## src/rtl/fft16_output_unloader.sv

```systemverilog
// fft16_output_unloader
// Captures one 16-bin frame from the FFT core's flattened output buses on a
// start pulse, then streams it out one bin per beat over valid/ready, with a
// bin index, last-beat flag, completion pulse and sticky overrun flag.
//
// Build option FFT16_DIGIT_REVERSE_EN:
//   defined   - natural bin order: out_addr = cnt, data from entry digitrev(cnt)
//   undefined - raw datapath order: data from entry cnt, out_addr = digitrev(cnt)
module fft16_output_unloader #(
    parameter int N    = 16,
    parameter int OUTW = 48
) (
    input  logic                   clk,
    input  logic                   rst,
    input  logic                   start,
    input  logic [N*OUTW-1:0]      yr_flat,
    input  logic [N*OUTW-1:0]      yi_flat,
    output logic                   out_valid,
    input  logic                   out_ready,
    output logic [3:0]             out_addr,
    output logic signed [OUTW-1:0] out_re,
    output logic signed [OUTW-1:0] out_im,
    output logic                   out_last,
    output logic                   busy,
    output logic                   done,
    output logic                   overrun
);

    typedef enum logic {
        IDLE   = 1'b0,
        STREAM = 1'b1
    } state_t;

    state_t          state;
    state_t          state_next;
    logic [3:0]      cnt;
    logic [3:0]      cnt_rev;
    logic [3:0]      sel;
    logic            capture;
    logic            final_beat;
    logic            accept;
    logic            streaming;
    logic [OUTW-1:0] snap_re [N];
    logic [OUTW-1:0] snap_im [N];

    // Radix-4 digit reversal swaps the two base-4 digits of the 4-bit index.
    assign cnt_rev   = {cnt[1:0], cnt[3:2]};
    assign streaming = (state == STREAM);
    assign accept    = streaming && out_ready;

`ifdef FFT16_DIGIT_REVERSE_EN
    assign sel      = cnt_rev;
    assign out_addr = cnt;
`else
    assign sel      = cnt;
    assign out_addr = cnt_rev;
`endif

    // Outputs decode from registered state only, so out_ready never reaches out_valid.
    assign out_valid = streaming;
    assign busy      = streaming;
    assign out_last  = streaming && (cnt == 4'd15);
    assign out_re    = streaming ? snap_re[sel] : '0;
    assign out_im    = streaming ? snap_im[sel] : '0;

    // State register; reset aborts any frame in flight.
    always_ff @(posedge clk or negedge rst) begin
        if (!rst) begin
            state <= IDLE;
        end else begin
            state <= state_next;
        end
    end

    // Next-state decode: capture in IDLE on start, leave STREAM after beat 15 is taken.
    always_comb begin
        state_next = state;
        capture    = 1'b0;
        final_beat = 1'b0;
        case (state)
            IDLE: begin
                if (start) begin
                    capture    = 1'b1;
                    state_next = STREAM;
                end
            end
            STREAM: begin
                if (out_ready && (cnt == 4'd15)) begin
                    final_beat = 1'b1;
                    state_next = IDLE;
                end
            end
            default: state_next = IDLE;
        endcase
    end

    // Beat counter wraps 15->0 on the final beat so IDLE always rests at cnt=0.
    always_ff @(posedge clk or negedge rst) begin
        if (!rst) begin
            cnt     <= 4'd0;
            done    <= 1'b0;
            overrun <= 1'b0;
        end else begin
            done <= final_beat;
            if (capture) begin
                cnt     <= 4'd0;
                overrun <= 1'b0;
            end else if (accept) begin
                cnt <= cnt + 4'd1;
            end
            if (streaming && start) begin
                overrun <= 1'b1;
            end
        end
    end

    // Snapshot registers load only on an accepted start; later starts never overwrite them.
    always_ff @(posedge clk or negedge rst) begin
        if (!rst) begin
            for (int m = 0; m < N; m++) begin
                snap_re[m] <= '0;
                snap_im[m] <= '0;
            end
        end else if (capture) begin
            for (int m = 0; m < N; m++) begin
                snap_re[m] <= yr_flat[m*OUTW +: OUTW];
                snap_im[m] <= yi_flat[m*OUTW +: OUTW];
            end
        end
    end

endmodule

```

## config.mk

```make
export PLATFORM = sky130hd
export DESIGN_NAME = fft16_output_unloader
export DESIGN_NICKNAME = d
export VERILOG_FILES = /design/src/rtl/fft16_output_unloader.sv
export SDC_FILE = /design/constraint.sdc
export NUM_CORES = 2
export LEC_CHECK = 0
export CORE_AREA = 2 2 638 640
export DETAILED_ROUTE_END_ITERATION = 16
export DIE_AREA = 0 0 640 642
export SYNTH_ARGS = -nofsm -noshare
export SYNTH_HDL_FRONTEND = slang
export SYNTH_SLANG_ARGS = --single-unit
```

## constraint.sdc

```tcl
create_clock -name clk -period 2.5 [get_ports clk]
set_input_delay 0.25 -clock clk [delete_from_list [all_inputs] [get_ports clk]]
set_output_delay 0.25 -clock clk [all_outputs]
set_load 0.01 [all_outputs]
```

==> run metrics <==
WP data arrival=3.25 ns; Mapped Area=0.0706 sq mm; kind of critical path=register to output port; final setup skew=0.0890 ns; Clock power frac=19.8%; DR pass1 iterations=7; Max Freq=0.286 GHz; synthesized area per cell=8.69 sq um; Routed WL=434 mm; Max FO, Critical Path=7; CTS Sinks=1543; final worst path period need=3.50 ns; most frequent cells in the layout=nand2_1 (4683), clkdlybuf4s50_1 (1542), dfrtp_1 (1540), dlygate4sd3_1 (1478), mux2i_1 (643); Fin. Hold Viols=0; largest net degree at the start of global routing=98; RSZ-0062 raised after global routing=yes; initial core utilization=17.5%; dpl ws=-0.956 ns; CTS tree=done; Die Span Y=642 microns; register area share after synthesis=54.7%; final instance area=0.125 sq mm; Slew Viols, Final=0; setup_tns=-81.65 ns; Ys Warns=0; syn nets=9659; Die X=640 microns; full die area=0.411 sq mm; final setup fails=98; total grt overflow=0; vias in the first global route=75000; Avg Vias per Cell=4.28; Worst Max-Slew Pin Slew=0.841 ns; Max-Slew Margin vs Limit=44.0%; Placer Congestion=0.942; Psw=62.4 mW; # IOs=1645; fin nets=13100; Flop pwr share=31.5%; clk_lat worst skew=0.92 ns; switch share=41.6%; core box area=0.404 sq mm; Netlist cell types=27; initial antenna violation count=278; Area Growth Syn to Fin=76.5%; hold crit path type=primary input to register; Power Dens Cells=1200 mW/mm^2; PnR worst setup slack=-1.00 ns; DR DRC count=0; synth top area cells=dfrtp_1 (55%), nand2_1 (25%), mux2i_1 (10%), a22oi_1 (3.7%), buf_2 (1.5%); antenna-violating nets left=0; total track usage=20.3%; Mapped Cells=8118; startpoint class of the critical path=register; Avg WL per Cell=25.1 microns; Gate power share=48.7%; WP data required=2.25 ns; Yosys top cell by area=dfrtp_1; P_leak=58.5 nW; share of layout cells above drive strength 1=13.3%; DR vias=74000; #FFs+latches synth=1543; element type at the critical path end=output port; htree depth=4; Max Buffers Root-to-Sink=4; input/output buffers=1644; Max-Cap Viols=0; clk root buf=clkbuf_16; most common cell after layout, fill and taps aside=nand2_1; status=finished with violations; VDD IR-drop max=0.805 mV; post-DP HPWL=333 mm; Detailed Route Iter0 Violations=6425; Reg clk slew, reported paths=0.06 ns; top cell type's share of synthesized area=54.7%; Post-DP Area=0.0974 sq mm; row cnt=234; first-pass GRT wire length=589 mm; internal power=87.7 mW; failing checks=negative setup slack; Tcrit/Tclk final=140%; TritonCTS Buffers=189
==> cell families after synthesis <==
group	Yosys count	share of synthesized area, %
buffers and inverters	534	3.80
flip-flops	1543	54.7
multiplexers	753	11.0
AO/OA/AOI/OAI	487	4.94
AND/OR/NAND/NOR	4800	25.6
adder cells (fa/ha/maj)	1	0.0177
==> routing by layer <==
layer  track usage [%]  vias to the layer above  share of wire (%)
met1              26.9                    36400                 43
li1                  -                    33100                  -
met3              4.83                     1029                8.0
met4              9.32                      150                5.4
met5                 0                        -               0.22
met2              31.3                     3390                 44
==> path summary, 6_finish.rpt <==
kind | cells after the start | end | slack (ns) | start
worst max-delay path | 11 | out_re[47] | -1.00 | cnt[0]
worst min-delay path | 3 | snap_re[439] | 0.05 | yr_flat[295]
worst max register to register | 6 | snap_re[263] | 0.35 | busy
worst min register to register | 2 | snap_im[579] | 0.47 | snap_im[579]
max in group asynchronous | 3 | snap_im[34] | 1.48 | rst
min in group asynchronous | 3 | snap_re[2] | 0.24 | rst
==> synth_stat cells, drive strengths merged <==
cell type,count
a21boi,1
a21oi,1
a221oi,17
a22oi,350
a32o,1
and2,2
buf,308
clkbuf,224
dfrtp,1543
ha,1
inv,2
mux2,1
mux2i,735
mux4,17
nand2,4788
nand2b,1
nand3,2
nor2,4
nor2b,3
o21ai,37
o22ai,80
==> sequential cells by signal, summed over array words and instances (netlist names) <==
| name | flops |
|---|---|
| busy | 1 |
| cnt | 4 |
| done | 1 |
| overrun | 1 |
| snap_im | 768 |
| snap_re | 768 |
==> power by group through the flow <==
stage	clock network (mW)	registers, mW	logic, mW
4_1_cts	30.3	46.7	71.0
3_5_place_dp	0	46.6	60.7
6_report	29.7	47.2	73.1
5_1_grt	31.2	48.3	77.9
3_3_place_gp	0	46.6	60.2
2_1_floorplan	0	42.9	26.0
==> what timing repair did <==
item | CTS | global route
pin swaps | 233 | 179
hold buffers | 1479 | 0
resized for setup | 1003 | 230
setup endpoints to repair | 102 | 98
buffers inserted | 83 | 37
gates cloned | 32 | 5
hold endpoints to repair | 2594 | 0
==> cell type report <==
type	count	area, sq um
antenna	153	383
multi-input combinational	6041	32400
inverter	2	7.51
sequential	1543	38600
clock buffer	270	5450
fill	41400	280000
tap	5428	6790
timing repair buffer	3780	39800
clock inverter	76	1180
==> metrics by stage <==
step / power (mW) / util (%) / hold WS (ns) / std cells
6_report: 150 / 30.8 / 0.0490 / 17300
5_1_grt: 157 / 30.8 / 0.0267 / 17200
4_1_cts: 148 / 30.5 / 0.00180 / 17100
3_5_place_dp: 107 / 24.1 / 0.196 / 15200
3_3_place_gp: 107 / 24.1 / 0.193 / 15200
2_1_floorplan: 68.9 / - / -0.0456 / 8118
==> worst max-delay path, cell delays in order (launching register included) <==
cell	delay, ns
dfrtp_4	0.50
buf_12	0.16
buf_16	0.16
buf_12	0.17
buf_12	0.14
buf_16	0.12
buf_4	0.15
mux2i_1	0.13
a22oi_2	0.26
nand2_4	0.14
o22ai_4	0.19
buf_12	0.16
Note: power is estimated with default switching activity, not from simulation.
